`src/rtl/instruction_sender_if.sv`:
```
// rtl/instruction_sender_if.sv - request handshake and set_bit/input_bit link bundle
interface instruction_sender_if;
    logic        start;
    logic [10:0] data;
    logic        link_reset_req;
    logic        set_bit;
    logic        input_bit;
    logic        rx_reset;
    logic        busy;
    logic        done;

    modport master (
        output start, data, link_reset_req,
        input  set_bit, input_bit, rx_reset, busy, done
    );

    modport slave (
        input  start, data, link_reset_req,
        output set_bit, input_bit, rx_reset, busy, done
    );
endinterface

```
`src/rtl/instruction_sender.sv`:
```
// rtl/instruction_sender.sv - serial set_bit/input_bit instruction transmitter
// Frames are start + 11 data bits (MSB first) + stop; reset forces a link-reset frame.
module instruction_sender #(
    parameter int HALF_CLKS = 50,
    parameter int GAP_CLKS  = 100
) (
    input  logic                clk,
    input  logic                reset,
    instruction_sender_if.slave link
);
    localparam int CNT_MAX = (HALF_CLKS > GAP_CLKS) ? HALF_CLKS : GAP_CLKS;
    localparam int CW      = (CNT_MAX > 1) ? $clog2(CNT_MAX) : 1;
    localparam logic [CW-1:0] HALF_LAST = CW'(HALF_CLKS - 1);
    localparam logic [CW-1:0] GAP_LAST  = CW'(GAP_CLKS - 1);
    localparam logic [3:0]    LAST_IDX  = 4'd12;

    localparam logic [1:0] S_IDLE = 2'd0;
    localparam logic [1:0] S_LOW  = 2'd1;
    localparam logic [1:0] S_HIGH = 2'd2;
    localparam logic [1:0] S_GAP  = 2'd3;

    logic [1:0]    state_q, state_d;
    logic [CW-1:0] cnt_q, cnt_d;
    logic [3:0]    idx_q, idx_d;
    logic [10:0]   shift_q, shift_d;
    logic          lr_q, lr_d;
    logic          set_bit_q, set_bit_d;
    logic          input_bit_q, input_bit_d;
    logic          rx_reset_q, rx_reset_d;
    logic          busy_q, busy_d;
    logic          done_q, done_d;

    always_comb begin
        state_d     = state_q;
        cnt_d       = cnt_q;
        idx_d       = idx_q;
        shift_d     = shift_q;
        lr_d        = lr_q;
        set_bit_d   = set_bit_q;
        input_bit_d = input_bit_q;
        rx_reset_d  = rx_reset_q;
        busy_d      = busy_q;
        done_d      = 1'b0;
        case (state_q)
            S_IDLE: begin
                // link-reset wins; a simultaneous start is dropped
                if (link.link_reset_req || link.start) begin
                    state_d     = S_LOW;
                    cnt_d       = '0;
                    idx_d       = '0;
                    lr_d        = link.link_reset_req;
                    shift_d     = link.link_reset_req ? 11'd0 : link.data;
                    rx_reset_d  = link.link_reset_req;
                    input_bit_d = 1'b0;
                    busy_d      = 1'b1;
                end
            end
            S_LOW: begin
                if (cnt_q == HALF_LAST) begin
                    state_d   = S_HIGH;
                    cnt_d     = '0;
                    set_bit_d = 1'b1;
                end else begin
                    cnt_d = cnt_q + CW'(1);
                end
            end
            S_HIGH: begin
                if (cnt_q == HALF_LAST) begin
                    cnt_d     = '0;
                    set_bit_d = 1'b0;
                    if (lr_q || idx_q == LAST_IDX) begin
                        state_d    = S_GAP;
                        rx_reset_d = 1'b0;
                    end else begin
                        // shifted-out zeros naturally supply the stop bit
                        state_d     = S_LOW;
                        idx_d       = idx_q + 4'd1;
                        input_bit_d = shift_q[10];
                        shift_d     = {shift_q[9:0], 1'b0};
                    end
                end else begin
                    cnt_d = cnt_q + CW'(1);
                end
            end
            S_GAP: begin
                if (cnt_q == GAP_LAST) begin
                    state_d = S_IDLE;
                    cnt_d   = '0;
                    busy_d  = 1'b0;
                    done_d  = 1'b1;
                end else begin
                    cnt_d = cnt_q + CW'(1);
                end
            end
            default: state_d = S_IDLE;
        endcase
    end

    always_ff @(posedge clk or posedge reset) begin
        if (reset) begin
            state_q     <= S_LOW;
            cnt_q       <= '0;
            idx_q       <= '0;
            shift_q     <= '0;
            lr_q        <= 1'b1;
            set_bit_q   <= 1'b0;
            input_bit_q <= 1'b0;
            rx_reset_q  <= 1'b1;
            busy_q      <= 1'b1;
            done_q      <= 1'b0;
        end else begin
            state_q     <= state_d;
            cnt_q       <= cnt_d;
            idx_q       <= idx_d;
            shift_q     <= shift_d;
            lr_q        <= lr_d;
            set_bit_q   <= set_bit_d;
            input_bit_q <= input_bit_d;
            rx_reset_q  <= rx_reset_d;
            busy_q      <= busy_d;
            done_q      <= done_d;
        end
    end

    assign link.set_bit   = set_bit_q;
    assign link.input_bit = input_bit_q;
    assign link.rx_reset  = rx_reset_q;
    assign link.busy      = busy_q;
    assign link.done      = done_q;
endmodule

```
`src/flat_wrapper.sv`:
```
// flat-port wrapper written by rule: the top's interface ports become plain ports
module instruction_sender_flat 
#(
    parameter int HALF_CLKS = 50,
    parameter int GAP_CLKS  = 100
)
  (clk, reset, link_start, link_data, link_link_reset_req, link_set_bit, link_input_bit, link_rx_reset, link_busy, link_done);
  instruction_sender_if link_i ();
  input  logic clk;
  input  logic reset;
  input wire logic [$bits(link_i.start)-1:0] link_start;
  input wire logic [$bits(link_i.data)-1:0] link_data;
  input wire logic [$bits(link_i.link_reset_req)-1:0] link_link_reset_req;
  output wire logic [$bits(link_i.set_bit)-1:0] link_set_bit;
  output wire logic [$bits(link_i.input_bit)-1:0] link_input_bit;
  output wire logic [$bits(link_i.rx_reset)-1:0] link_rx_reset;
  output wire logic [$bits(link_i.busy)-1:0] link_busy;
  output wire logic [$bits(link_i.done)-1:0] link_done;
  assign link_i.start = link_start;
  assign link_i.data = link_data;
  assign link_i.link_reset_req = link_link_reset_req;
  assign link_set_bit = link_i.set_bit;
  assign link_input_bit = link_i.input_bit;
  assign link_rx_reset = link_i.rx_reset;
  assign link_busy = link_i.busy;
  assign link_done = link_i.done;
  instruction_sender #(.HALF_CLKS(HALF_CLKS), .GAP_CLKS(GAP_CLKS)) u_core (.clk(clk), .reset(reset), .link(link_i));
endmodule
```
`config.mk`:
```
export PLATFORM = sky130hd
export DESIGN_NAME = instruction_sender_flat
export DESIGN_NICKNAME = d
export VERILOG_FILES = /design/src/rtl/instruction_sender_if.sv /design/src/rtl/instruction_sender.sv /design/src/flat_wrapper.sv
export SDC_FILE = /design/constraint.sdc
export NUM_CORES = 1
export LEC_CHECK = 0
export ABC_AREA = 0
export BUFFER_PORTS_ARGS = -buffer_cell sky130_fd_sc_hd__buf_2
export CAP_MARGIN = 30
export CORE_MARGIN = 2
export CORE_UTILIZATION = 61
export DETAILED_ROUTE_END_ITERATION = 10
export HOLD_SLACK_MARGIN = 0.03
export PLACE_DENSITY = 0.83
export SYNTH_ARGS = -nofsm -noshare
export SYNTH_HDL_FRONTEND = slang
export SYNTH_SLANG_ARGS = --single-unit
```
`constraint.sdc`:
```
create_clock -name clk -period 5.46 [get_ports clk]
set_clock_uncertainty 0.2 [all_clocks]
set_input_delay 0.273 -clock clk [delete_from_list [all_inputs] [get_ports clk]]
set_output_delay 0.273 -clock clk [all_outputs]
set_load 0.01 [all_outputs]
```
======== Yosys cells after proc, flatten, opt, wreduce, memory -nomap -nowiden ========
Cells that the tools add are included.
cells by class
  $add $sub $neg .......................... 2
  equal/unequal tests ..................... 12
  mux-type cells .......................... 35
  reductions and logical operators ........ 13
operators with widths
  operator                                                                  number
  11-bit 2-to-1 mux                                                         4
  11-bit one-hot mux with 2 select lines                                    1
  7-bit 2-to-1 mux                                                          3
  7-bit one-hot mux with 3 select lines                                     1
  1-bit 2-to-1 mux                                                          12
  4-bit 2-to-1 mux                                                          3
  4-bit AND reduction                                                       3
  2-bit 2-to-1 mux                                                          5
  2-bit by 1-bit inequality test with 1-bit output (second input constant)  5
  1-bit one-hot mux with 2 select lines                                     4
  2-bit one-hot mux with 4 select lines                                     1
  4-bit one-hot mux with 2 select lines                                     1
  7-bit by 1-bit adder with 7-bit output (second input constant)            1
  7-bit by 6-bit equality test with 1-bit output (second input constant)    1
  7-bit equality test (second input constant)                               1
  3-bit AND reduction                                                       2
  2-bit nonzero test                                                        3
  4-bit by 1-bit adder with 4-bit output (second input constant)            1
  2-bit equality test (second input constant)                               2
  4-bit equality test (second input constant)                               1
  2-bit by 1-bit equality test with 1-bit output (second input constant)    1
  2-bit logical NOT                                                         1
  1-bit logical OR                                                          2
  2-bit inequality test (second input constant)                             1
  other kinds (2)                                                           2
word-level totals
  flip-flop bits (word level) ............. 30
  bits of input ports ..................... 15
  output and inout port bits .............. 5
  logic and storage cells ................. 72

======== Depth between registers and ports, before layout ========
Gate-level depths: netlist (run 1).
  depth in word-level cells ............... 5
  depth in mapped cells ................... 8
  mapped depth without buffers ............ 6

======== Worst setup path before layout (run 1) ========
OpenSTA, ideal clock, no wires.
  kind .................................... flip-flop to flip-flop
  from .................................... reg u_core.state_q[0]
  to ...................................... reg u_core.idx_q[2]
  data arrival time ....................... 1868 ps
  required time ........................... 5183 ps
  slack ................................... 3314 ps
  stages on the path, launching flop included .. 8
  cell sequence ........................... dfstp_2 > inv_1 > ha_1 > buf_2 > nor2b_1 > a41oi_4 > or3_1 > a21oi_1
between the ends
  longest elaborated chain between the ends .. 3
  elaborated cells between the ends (all ways) .. 8
  classes of those cells .................. eq/ne: 4; mux: 1; reduce/logical: 3
RTL lines
  item                                                                                      RTL line                   RTL
  start: declaration                                                                        instruction_sender.sv:22   logic [1:0] state_q, state_d;
  start signal: assignment                                                                  instruction_sender.sv:112  state_q <= state_d;
  2-bit equality test or 2-bit logical NOT (tied branches)                                  instruction_sender.sv:44   case (state_q)
  2-bit by 1-bit inequality test with 1-bit output (no line), or another cell as far along  -
  4-bit AND reduction (no line)                                                             -
  end signal: assignment                                                                    instruction_sender.sv:114  idx_q <= idx_d;
  end: declaration                                                                          instruction_sender.sv:24   logic [3:0] idx_q, idx_d;
Parallel ways exist; a longest one is shown, timed or not.
A chain may end at the register's enable or synchronous reset.

======== Worst setup path in the final report (run 1) ========
Same ends and word-level chain as after synthesis.

==> results of run 1 <==
-- placed cells by master (no fill, tap or decap), types with 2 or more instances in the layout --
cell / instances
or3_1: 2
a22oi_1: 8
nor2b_1: 3
o211ai_1: 4
dfstp_2: 4
and2_1: 2
clkbuf_4: 5
buf_2: 19
nand2_1: 21
o221ai_1: 3
nand3_1: 9
o311ai_0: 2
a31oi_1: 3
inv_1: 9
nand4_1: 3
a21oi_1: 3
nor3_1: 3
clkbuf_8: 3
dlygate4sd3_1: 7
dfrtp_1: 26
nor2_1: 6
o21ai_0: 32
ha_1: 9
-- through the flow --
step / utilization, % / worst slack (ns) / instance area [um^2] / std cells / hold WS [ns]
after CTS: 77.2 / 2.71 / 1960 / 236 / 0.0397
after global routing: 77.2 / 2.49 / 1960 / 236 / 0.0433
after global placement: 69.8 / 2.87 / 1780 / 219 / 0.273
after detailed placement: 71.3 / 2.74 / 1820 / 221 / 0.0908
after floorplan: - / 3.31 / 1670 / 178 / 0.161
final: 77.2 / 2.68 / 1960 / 236 / 0.0381
-- worst paths after layout --
check,startpoint,to,slack [ns],depth (start not counted)
worst min register to register,u_core.link.set_bit$_DFFE_PP0P_,u_core.link.set_bit$_DFFE_PP0P_,0.30,1
worst max register to register,u_core.state_q[0]$_DFFE_PP1P_,u_core.idx_q[2]$_DFFE_PP0P_,2.68,6
worst max-delay path,u_core.state_q[0]$_DFFE_PP1P_,u_core.idx_q[2]$_DFFE_PP0P_,2.68,6
worst min-delay path,link_data[6],u_core.shift_q[6]$_DFFE_PP0P_,0.04,3
min in group asynchronous,reset,u_core.link.set_bit$_DFFE_PP0P_,0.26,3
max in group asynchronous,reset,u_core.link.rx_reset$_DFFE_PP1P_,4.25,4
-- logic make-up after synthesis --
logic type / count (synthesis)
AOI/OAI and AO/OA: 64
and+or+nand+nor: 57
DFF: 30
buffers and inverters: 17
adders and majority gates: 9
muxes: 1
-- power groups by stage --
stage          registers, mW  clock network [mW]  logic [mW]
2_1_floorplan          0.228                   0     0.00777
3_3_place_gp           0.228                   0      0.0155
6_report               0.224               0.167      0.0227
5_1_grt                0.224               0.179      0.0255
4_1_cts                0.224               0.167      0.0229
3_5_place_dp           0.228                   0      0.0188
-- state kept, by name, summed over array words and instances, names as in the netlist, 2 cells and up --
signal / flops
u_core.idx_q: 4
u_core.shift_q: 11
u_core.cnt_q: 7
u_core.state_q: 2
-- final cells by class --
class	count	area [um^2]	share of cell area (%)
clock buffers	8	78.8	4.01
inverters	9	33.8	1.72
multi-input cells	131	855	43.5
flip-flops and latches	30	756	38.5
well taps	30	37.5	1.91
repair buffers	28	204	10.4
-- tightest hold or removal path, stage by stage --
cell and delay (ns):
buf_2 0.07, a22oi_1 0.05, o21ai_0 0.14
-- per-layer routing --
layer  routed length [um]  vias to the layer above  share of wire, %
li1                     -                      708                 -
met1                 1680                      732                42
met2                 2030                       58                51
met3                  199                       10               5.0
met4                   76                        0               1.9
met5                    0                        -                 0
==> results.md, run 1 <==
* Top-count cell post-synth: o21ai_0
* Number of routed nets with antenna violations at 0
* Ys flop type: dfrtp_1
* Fmax at 360 MHz
* # clock sinks at 30
* Crit-path max FO at 19
* Post-synth top cells: o21ai_0, dfrtp_1, nand2_1
* Post-cts sizing count at 0
* CP top delay family: simple AND/OR/NAND/NOR gates
* Max Cap Violations at 0
* Clk pwr share at 40.4%
* Routability congestion estimate at 0.902
* Core area at 2540 um^2
* H-tree levels at 2
* Clock-pin slew on the worst setup and hold paths at 0.10 ns
* Post-CTS setup buffer count at 0
* NetSw at 0.0912 mW
* Net count, final at 229
* Initial antenna violation count at 0
* Reg power frac at 54.1%
* Post-route DRC at 0
* Port bufs at 19
* Startpoint type of the worst setup path: register
* Sw frac at 22.1%
* Pre-antenna DRT Iters at 4
* CP max stage delay at 0.56 ns
* Slew @ Worst Pin at 0.729 ns
* Fin. max-slew vios at 0
* Cts-stage hold buffer count at 7
* Post-Synth Simple-Gate Area at 17.9%
* Area Overhead vs Synth at 17.5%
* Adder-cell share of the synthesized area at 6.74%
* Max-slew headroom at 51.4%
* CTS tree: done
* Synth Area in Compound Gates at 25.6%
* Number of fillers in the final layout at 174
* First-pass GRT wire length at 6940 um
* Inserted Clock Buffers at 5
* Routed vias/inst at 6.39
* Via Count at 1508
* CP Buf/Inv Count at 1
* Status: completed
* YS warnings at 0
* Sequential share of the synthesized area at 45.2%
* Syn Area/Cell at 9.39 um^2
* Routed wire per std cell at 16.9 um
* Combinational power share at 5.5%
* Routed WL at 3980 um
* Setup TNS Final at 0 ns
* Clk_lat worst skew at 0.34 ns
* Data required, critical path at 5.51 ns
* Setup CP Type: reg2reg
* WP data arrival at 2.83 ns
* GRT Util Overall at 28.0%
* Final setup viols at 0
* Max clock buf depth at 2
* Iter 0 DRT Violations at 81
* M3 GR Usage at 4.84%
* GRT overflow at 0
* Slowest CP cell: dfstp_2
* Die width at 56.4 um
* Pwr Total at 0.413 mW
* Register bit total from synthesis at 30
* Post-synthesis mux area share at 0.599%
* Int Pwr at 0.322 mW
* Power Dens Cells at 210 nW/um^2
* Minimum clock period at 2.78 ns
* Syn Std Cell Area at 1670 um^2
* Final period utilization at 50.9%
* Num ports at 20
* GR peak layer: met2
* Post-synth top area share at 38.9%
* GR Layer Usage met2 at 48.4%
* Dpl hpwl at 2730 um
* Peak supply drop at 0.000249 V
* Top cell type by total area after synthesis: dfrtp_1
* Die Height at 56.4 um
* Post-synth cell types at 38
* Starting density of the core at 65.7%
* Syn Nets at 202
* Post-synth EDFFs at 0
* FFs w/ async S/R, synth at 100%
* Largest family of logic cells by synthesized area: compound AO/OA/AOI/OAI gates
* Root Driver: clkbuf_4
* Share of cells above drive strength 1 at 18.9%
* N_diodes at 0
* Top post-synthesis cells by area: dfrtp_1, o21ai_0, ha_1, dfstp_2, nand2_1
* Hold Path Class: in2reg
* Fin. Hold Viols at 0
* Cells after Synth at 178
* CP cell instances: inv_1, ha_1, nor2b_1, a41oi_4, or3_1, a21oi_1
* Met1 Usage GRT at 34.7%
* Lkg Pwr at 0.893 nW
* Vias in the first global route at 1516
* Num rows at 18
* Largest net degree at the start of global routing at 23
* XOR/XNOR Fraction of Synth Area at 0%
* Die footprint at 3180 um^2
* RSZ-0062 raised after global routing: no
* Crit end category: register
Power figures use the tool's default switching activity.
==> run 2: changes to the inputs <==
--- a/config.mk
+++ b/config.mk
@@ -5,14 +5,14 @@
 export SDC_FILE = /design/constraint.sdc
 export NUM_CORES = 1
 export LEC_CHECK = 0
-export ABC_AREA = 0
+export ABC_AREA = 1
 export BUFFER_PORTS_ARGS = -buffer_cell sky130_fd_sc_hd__buf_2
 export CAP_MARGIN = 30
 export CORE_MARGIN = 2
-export CORE_UTILIZATION = 61
+export CORE_UTILIZATION = 58
 export DETAILED_ROUTE_END_ITERATION = 10
 export HOLD_SLACK_MARGIN = 0.03
-export PLACE_DENSITY = 0.83
+export PLACE_DENSITY = 0.79
 export SYNTH_ARGS = -nofsm -noshare
 export SYNTH_HDL_FRONTEND = slang
 export SYNTH_SLANG_ARGS = --single-unit
==> constraint.sdc (replaced) <==
create_clock -name clk -period 2.65 [get_ports clk]
set_clock_uncertainty 0.2 [all_clocks]
set_input_delay 0.1325 -clock clk [delete_from_list [all_inputs] [get_ports clk]]
set_output_delay 0.1325 -clock clk [all_outputs]
set_load 0.01 [all_outputs]
==> run 2 against run 1 <==
  * Flip-flop and latch count did not move
  * Die area up 14%
  * Critical path type unchanged
  * Global-route usage fell by 4.0 points
  * Critical endpoint is now u_core.shift_q[8]$_DFFE_PP0P_
  * Core utilization down 5.9 points
  * Largest power group is now combinational cells
  * Combinational power increased to 36 times the previous value
  * Fmax grew 20%
  * Total power grew to 4.5 times the previous value
  * Setup slack worse by 2.3 ns
  * Largest cell class unchanged
  * Cell count is 37% higher
  * First-iteration DRC count up 35%
  * Highest routed layer unchanged
==> results.md, run 2 <==
* Register Area at 756 um^2 (unchanged)
* Port bufs at 19 (unchanged)
* Post-synth EDFFs at 0 (unchanged)
* Area Overhead vs Synth at 18.5% (was 17.5%)
* WP data arrival at 2.34 ns (was 2.83 ns)
* Routed wire per std cell at 11.9 um (was 16.9 um)
* Worst r2r dst: u_core.shift_q[8]$_DFFE_PP0P_ (was u_core.idx_q[2]$_DFFE_PP0P_)
* Root Driver: clkbuf_4 (unchanged)
* Pre-CTS setup slack at 0.386 ns (was 2.74 ns)
* Max reg flops at 11 (unchanged)
* Vias in the first global route at 1517 (was 1516)
* Starting density of the core at 60.2% (was 65.7%)
* FFs w/ async S/R, synth at 100% (unchanged)
* Fin. Hold Viols at 0 (unchanged)
* Area of the multi-input gates at 893 um^2 (was 855 um^2)
* Fmax at 432 MHz (was 360 MHz)
* Data required, critical path at 2.68 ns (was 5.51 ns)
* GRT overflow at 0 (unchanged)
* Max clock buf depth at 2 (unchanged)
* Fin. max-slew vios at 0 (unchanged)
* Most frequent cells in the layout: nand2_1, inv_1, nand3_1 (was o21ai_0, dfrtp_1, nand2_1)
* Sequential share of the synthesized area at 41.5% (was 45.2%)
* Die Height at 60.0 um (was 56.4 um)
* Hold Path Class: in2async (was in2reg)
* Setup ws final at 0.337 ns (was 2.68 ns)
* Final period utilization at 87.3% (was 50.9%)
* Finished Core Util at 71.3% (was 77.2%)
* Post-route DRC at 0 (unchanged)
* Top post-synthesis cells by area: dfrtp_1, nand2_1, nand3_1, inv_1, ha_1 (was dfrtp_1, o21ai_0, ha_1, dfstp_2, nand2_1)
* # clock sinks at 30 (unchanged)
* Number of fillers in the final layout at 226 (was 174)
* Final setup viols at 0 (unchanged)
* Clk_lat worst skew at 0.33 ns (was 0.34 ns)
* N_diodes at 0 (unchanged)
* Lkg Pwr at 1.19 nW (was 0.893 nW)
* Num rows at 20 (was 18)
* Largest registers: u_core.shift_q x11, u_core.cnt_q x7, u_core.idx_q x4 (unchanged)
* Most used cell along the critical path: nand2_1
* Biggest register: u_core.shift_q (unchanged)
* GRT Util Overall at 24.0% (was 28.0%)
* Status: completed (unchanged)
* Top cell type by total area after synthesis: dfrtp_1 (unchanged)
* CTS tree: done (unchanged)
* Peak supply drop at 0.000714 V (was 0.000249 V)
* Critical R2R Launch: u_core.state_q[0]$_DFFE_PP1P_ (unchanged)
* Syn Area/Cell at 7.50 um^2 (was 9.39 um^2)
* Post-synth top area share at 35.7% (was 38.9%)
* Routed WL at 3850 um (was 3980 um)
* Placed insts at 302 (was 221)
* Syn Std Cell Area at 1820 um^2 (was 1670 um^2)
* Number of routed nets with antenna violations at 0 (unchanged)
* Routability congestion estimate at 0.829 (was 0.902)
* Max-slew headroom at 53.2% (was 51.4%)
* Slew @ Worst Pin at 0.702 ns (was 0.729 ns)
* Power Dens Cells at 857 nW/um^2 (was 210 nW/um^2)
* Minimum clock period at 2.31 ns (was 2.78 ns)
* Hold_ws at 0.205 ns (was 0.0381 ns)
* Post-synth top cells: nand2_1, inv_1, nand3_1 (was o21ai_0, dfrtp_1, nand2_1)
* Net count, final at 303 (was 229)
* First-pass GRT wire length at 6350 um (was 6940 um)
* R2R Setup Slk at 0.34 ns (was 2.68 ns)
* CP top delay family: simple AND/OR/NAND/NOR gates (unchanged)
* Routed vias/inst at 5.05 (was 6.39)
* Ys flop type: dfrtp_1 (unchanged)
* CP max stage delay at 0.57 ns (was 0.56 ns)
* Post-synth cell types at 29 (was 38)
* Syn Nets at 267 (was 202)
* Post-route design area at 2160 um^2 (was 1960 um^2)
* Largest net degree at the start of global routing at 31 (was 23)
* Most common cell after layout, fill and taps aside: nand2_1 (was o21ai_0)
* Dpl hpwl at 2530 um (was 2730 um)
* Top-count cell post-synth: nand2_1 (was o21ai_0)
* YS warnings at 0 (unchanged)
* Post-CTS setup buffer count at 0 (unchanged)
* H-tree levels at 2 (unchanged)
* Crit end category: register (unchanged)
* Num ports at 20 (unchanged)
* CP cell instances: inv_1, ha_1, inv_1, nand2_1, nand2_4, nand2_4, nand2_1, nand2_1 (was inv_1, ha_1, nor2b_1, a41oi_4, or3_1, a21oi_1)
* Slowest CP cell: dfstp_2 (unchanged)
* Pwr Total at 1.85 mW (was 0.413 mW)
* Cells after Synth at 243 (was 178)
* Setup CP Type: reg2reg (unchanged)
* Startpoint type of the worst setup path: register (unchanged)
* Crit-path max FO at 19 (unchanged)
* Reg2Reg Depth at 8 (was 6)
* Max Cap Violations at 0 (unchanged)
* Core area at 3030 um^2 (was 2540 um^2)
* Share of cells above drive strength 1 at 16.1% (was 18.9%)
* Die footprint at 3610 um^2 (was 3180 um^2)
* Register bit total from synthesis at 30 (unchanged)
* Final cell count without fillers at 324 (was 236)
* CP Buf/Inv Count at 2 (was 1)
* Die width at 60.0 um (was 56.4 um)
* Clock-pin slew on the worst setup and hold paths at 0.09 ns (was 0.10 ns)
* Iter 0 DRT Violations at 109 (was 81)
* Inserted Clock Buffers at 5 (unchanged)
* Area after DPL at 1940 um^2 (was 1820 um^2)
* Initial antenna violation count at 0 (unchanged)
* RSZ-0062 raised after global routing: no (unchanged)
* Via Count at 1637 (was 1508)
* Pre-antenna DRT Iters at 5 (was 4)
* Setup TNS Final at 0 ns (unchanged)
-- run 2: worst max path at each step --
| stage | cells past startpoint | from | slack, ns | endpoint |
|---|---|---|---|---|
| global placement | 8 | u_core.state_q[0]$_DFFE_PP1P_ | 0.45 | u_core.shift_q[0]$_DFFE_PP0P_ |
| global route | 8 | u_core.state_q[0]$_DFFE_PP1P_ | 0.19 | u_core.shift_q[8]$_DFFE_PP0P_ |
| CTS | 8 | u_core.state_q[0]$_DFFE_PP1P_ | 0.35 | u_core.idx_q[3]$_DFFE_PP0P_ |
| detailed placement | 8 | u_core.state_q[0]$_DFFE_PP1P_ | 0.39 | u_core.shift_q[9]$_DFFE_PP0P_ |
| floorplan | 10 | u_core.state_q[0]$_DFFE_PP1P_ | 0.75 | u_core.idx_q[0]$_DFFE_PP0P_ |
| finish | 8 | u_core.state_q[0]$_DFFE_PP1P_ | 0.34 | u_core.shift_q[8]$_DFFE_PP0P_ |
-- run 2: cell type report --
class	instances	share of cell area, %
multi-input cells	174	41.4
flip-flops and latches	30	35.0
repair buffers	35	11.6
inverters	33	5.85
clock buffers	8	3.65
well taps	44	2.55
-- run 2: where the power goes --
part           total [mW]  switching (mW)  internal, mW
clock network       0.339           0.158         0.181
logic               0.827           0.548         0.279
registers           0.685          0.0892         0.596
total                1.85           0.795          1.06
-- run 2: cells by family after synthesis --
kind of cell,after synthesis,share of synthesized area [%]
compound gates,19,6.18
xor+xnor,2,0.962
fa+ha+maj,9,6.18
buf+inv,39,9.48
flops,30,41.5
simple gates,144,35.7
-- run 2: metal layers --
| metal | track usage, % | vias to the layer above | part of all wire, % |
|---|---|---|---|
| met1 | 30.5 | 749 | 46 |
| met2 | 38.0 | 40 | 48 |
| met3 | 6.49 | 7 | 4.1 |
| met5 | 0 | - | 0 |
| li1 | - | 841 | - |
| met4 | 11.1 | 0 | 1.4 |
-- run 2: what timing repair did --
item,4_1_cts,5_1_grt
resized for setup,0,0
endpoints found under the hold margin,44,0
hold buffers,14,0
-- run 2: worst register-to-register path, stage by stage (launching register included) --
cell	delay (ns)
dfstp_2	0.57
inv_1	0.08
ha_1	0.45
inv_1	0.23
nand2_1	0.13
nand2_4	0.20
nand2_4	0.17
nand2_1	0.12
nand2_1	0.06
==> run 3: changes to the inputs <==
--- a/config.mk
+++ b/config.mk
@@ -13,6 +13,7 @@
 export DETAILED_ROUTE_END_ITERATION = 10
 export HOLD_SLACK_MARGIN = 0.03
 export PLACE_DENSITY = 0.79
+export RECOVER_POWER = 25
 export SYNTH_ARGS = -nofsm -noshare
 export SYNTH_HDL_FRONTEND = slang
 export SYNTH_SLANG_ARGS = --single-unit
==> run 3 against run 2 <==
  * The flow now finishes with violations (capacitance limit, slew limit)
  * Via count shrank 0.43%
  * Setup slack lost 0.0017 ns
  * Register-to-register slack hardly changed
  * Non-clock buffer count unchanged
  * Die area unchanged
  * Cell count unchanged
  * Clock power barely moved
  * Sequential power barely moved
  * Core utilization down 0.12 points
  * Combinational power hardly changed
  * First-iteration DRC count did not move
  * Critical endpoint unchanged
  * Largest power group unchanged
==> results.md, run 3 (synthesis gave the netlist of run 2 again) <==
* Minimum clock period at 2.32 ns (was 2.31 ns)
* # clock sinks at 30 (unchanged)
* Pre-CTS setup slack at 0.386 ns (unchanged)
* Iter 0 DRT Violations at 109 (unchanged)
* Inserted Clock Buffers at 5 (unchanged)
* Max reg flops at 11 (unchanged)
* Die Height at 60.0 um (unchanged)
* Fin. max-slew vios at 31 (was 0)
* Starting density of the core at 60.2% (unchanged)
* Data required, critical path at 2.68 ns (about the same)
* Slew @ Worst Pin at 1.57 ns (was 0.702 ns)
* Routability congestion estimate at 0.829 (unchanged)
* First-pass GRT wire length at 6350 um (unchanged)
* Dpl hpwl at 2530 um (unchanged)
* CTS tree: done (unchanged)
* Core area at 3030 um^2 (unchanged)
* Final setup viols at 0 (unchanged)
* Clock-pin slew on the worst setup and hold paths at 0.09 ns (about the same)
* Max clock buf depth at 2 (unchanged)
* Max Cap Violations at 1 (was 0)
* Setup CP Type: reg2reg (unchanged)
* WP data arrival at 2.34 ns (about the same)
* Largest registers: u_core.shift_q x11, u_core.cnt_q x7, u_core.idx_q x4 (unchanged)
* N_diodes at 0 (unchanged)
* Routed wire per std cell at 11.9 um (unchanged)
* Post-CTS setup buffer count at 0 (unchanged)
* Peak supply drop at 0.000714 V (about the same)
* Crit end category: register (unchanged)
* Largest net degree at the start of global routing at 31 (unchanged)
* Max-slew headroom at -4.82% (was 53.2%)
* Area Overhead vs Synth at 18.3% (was 18.5%)
* Port bufs at 19 (unchanged)
* Fmax at 432 MHz (about the same)
* Crit-path max FO at 19 (unchanged)
* Vias in the first global route at 1517 (unchanged)
* Die width at 60.0 um (unchanged)
* Setup TNS Final at 0 ns (unchanged)
* Share of cells above drive strength 1 at 15.7% (was 16.1%)
* Routed WL at 3850 um (unchanged)
* Finished Core Util at 71.2% (was 71.3%)
* Most common cell after layout, fill and taps aside: nand2_1 (unchanged)
* Hold_ws at 0.278 ns (was 0.205 ns)
* Post-route DRC at 0 (unchanged)
* RSZ-0062 raised after global routing: no (unchanged)
* Status: finished, violations left (was completed)
* Die footprint at 3610 um^2 (unchanged)
* Biggest register: u_core.shift_q (unchanged)
* Num rows at 20 (unchanged)
* Hold Path Class: reg2reg (was in2async)
* Lkg Pwr at 1.18 nW (was 1.19 nW)
* Power Dens Cells at 859 nW/um^2 (was 857 nW/um^2)
* Pre-antenna DRT Iters at 4 (was 5)
* Initial antenna violation count at 0 (unchanged)
* Most frequent cells in the layout: nand2_1, inv_1, nand3_1 (unchanged)
* GRT overflow at 0 (unchanged)
* Number of routed nets with antenna violations at 0 (unchanged)
* Clk_lat worst skew at 0.33 ns (about the same)
* H-tree levels at 2 (unchanged)
* Setup ws final at 0.335 ns (was 0.337 ns)
* Root Driver: clkbuf_4 (unchanged)
* Routed vias/inst at 5.03 (was 5.05)
* Net count, final at 303 (unchanged)
* Fin. Hold Viols at 0 (unchanged)
* GRT Util Overall at 24.0% (unchanged)
* Pwr Total at 1.85 mW (about the same)
* Via Count at 1630 (was 1637)
* R2R Setup Slk at 0.33 ns (was 0.34 ns)
* Final period utilization at 87.4% (was 87.3%)
* Startpoint type of the worst setup path: register (unchanged)
* Failing checks: capacitance limit, slew limit
* Num ports at 20 (unchanged)
==> run 3: changes by cell type in the layout (fill, tap and decap cells not counted), sizes merged <==
cell    previous run  this run
clkbuf             8         9
buf               21        20
==> run 3: what timing repair did <==
action,in CTS,in global routing
hold endpoints to repair,44,0
hold buffers,14,0
resized for setup,0,0
==> run 3: area by class of cell <==
class | count | area, um^2
Timing Repair Buffer | 35 | 246
Sequential cell | 30 | 756
Multi-Input combinational cell | 174 | 893
Fill cell | 228 | 872
Clock buffer | 8 | 78.8
Tap cell | 44 | 55.1
Inverter | 33 | 126
==> run 3: path summary, 6_finish.rpt <==
path | end | cells after the start | from
setup reg to reg | u_core.shift_q[8]$_DFFE_PP0P_ | 8 | u_core.state_q[0]$_DFFE_PP1P_
hold / removal | u_core.shift_q[5]$_DFFE_PP0P_ | 2 | u_core.shift_q[5]$_DFFE_PP0P_
min in group asynchronous | u_core.cnt_q[2]$_DFFE_PP0P_ | 4 | reset
setup / recovery | u_core.shift_q[8]$_DFFE_PP0P_ | 8 | u_core.state_q[0]$_DFFE_PP1P_
hold reg to reg | u_core.shift_q[5]$_DFFE_PP0P_ | 2 | u_core.shift_q[5]$_DFFE_PP0P_
max in group asynchronous | u_core.shift_q[7]$_DFFE_PP0P_ | 4 | reset
==> run 3: through the flow <==
step / cell area, um^2 / std cells
finish: 2160 / 324
global route: 2160 / 324
CTS: 2160 / 324
detailed placement: 1940 / 302
global placement: 1940 / 302
floorplan: 1820 / 243
==> run 3: worst max-delay path, cell delays in order, from the launching register on <==
cell and delay, ns:
dfstp_2 0.57, inv_1 0.08, ha_1 0.45, inv_1 0.23, nand2_1 0.13, nand2_4 0.20
nand2_4 0.16, nand2_1 0.11, nand2_1 0.06
==> run 3: metal layers <==
| layer | vias up | track usage (%) | share of wire (%) |
|---|---|---|---|
| li1 | 839 | - | - |
| met1 | 748 | 30.5 | 46 |
| met2 | 36 | 38.0 | 48 |
| met3 | 7 | 6.49 | 4.1 |
| met4 | 0 | 11.1 | 1.4 |
| met5 | - | 0 | 0 |
==> run 3: power breakdown <==
group	switching, mW	leakage [nW]	internal (mW)
combinational	0.548	0.747	0.278
sequential	0.0891	0.390	0.596
clock	0.159	0.0446	0.181
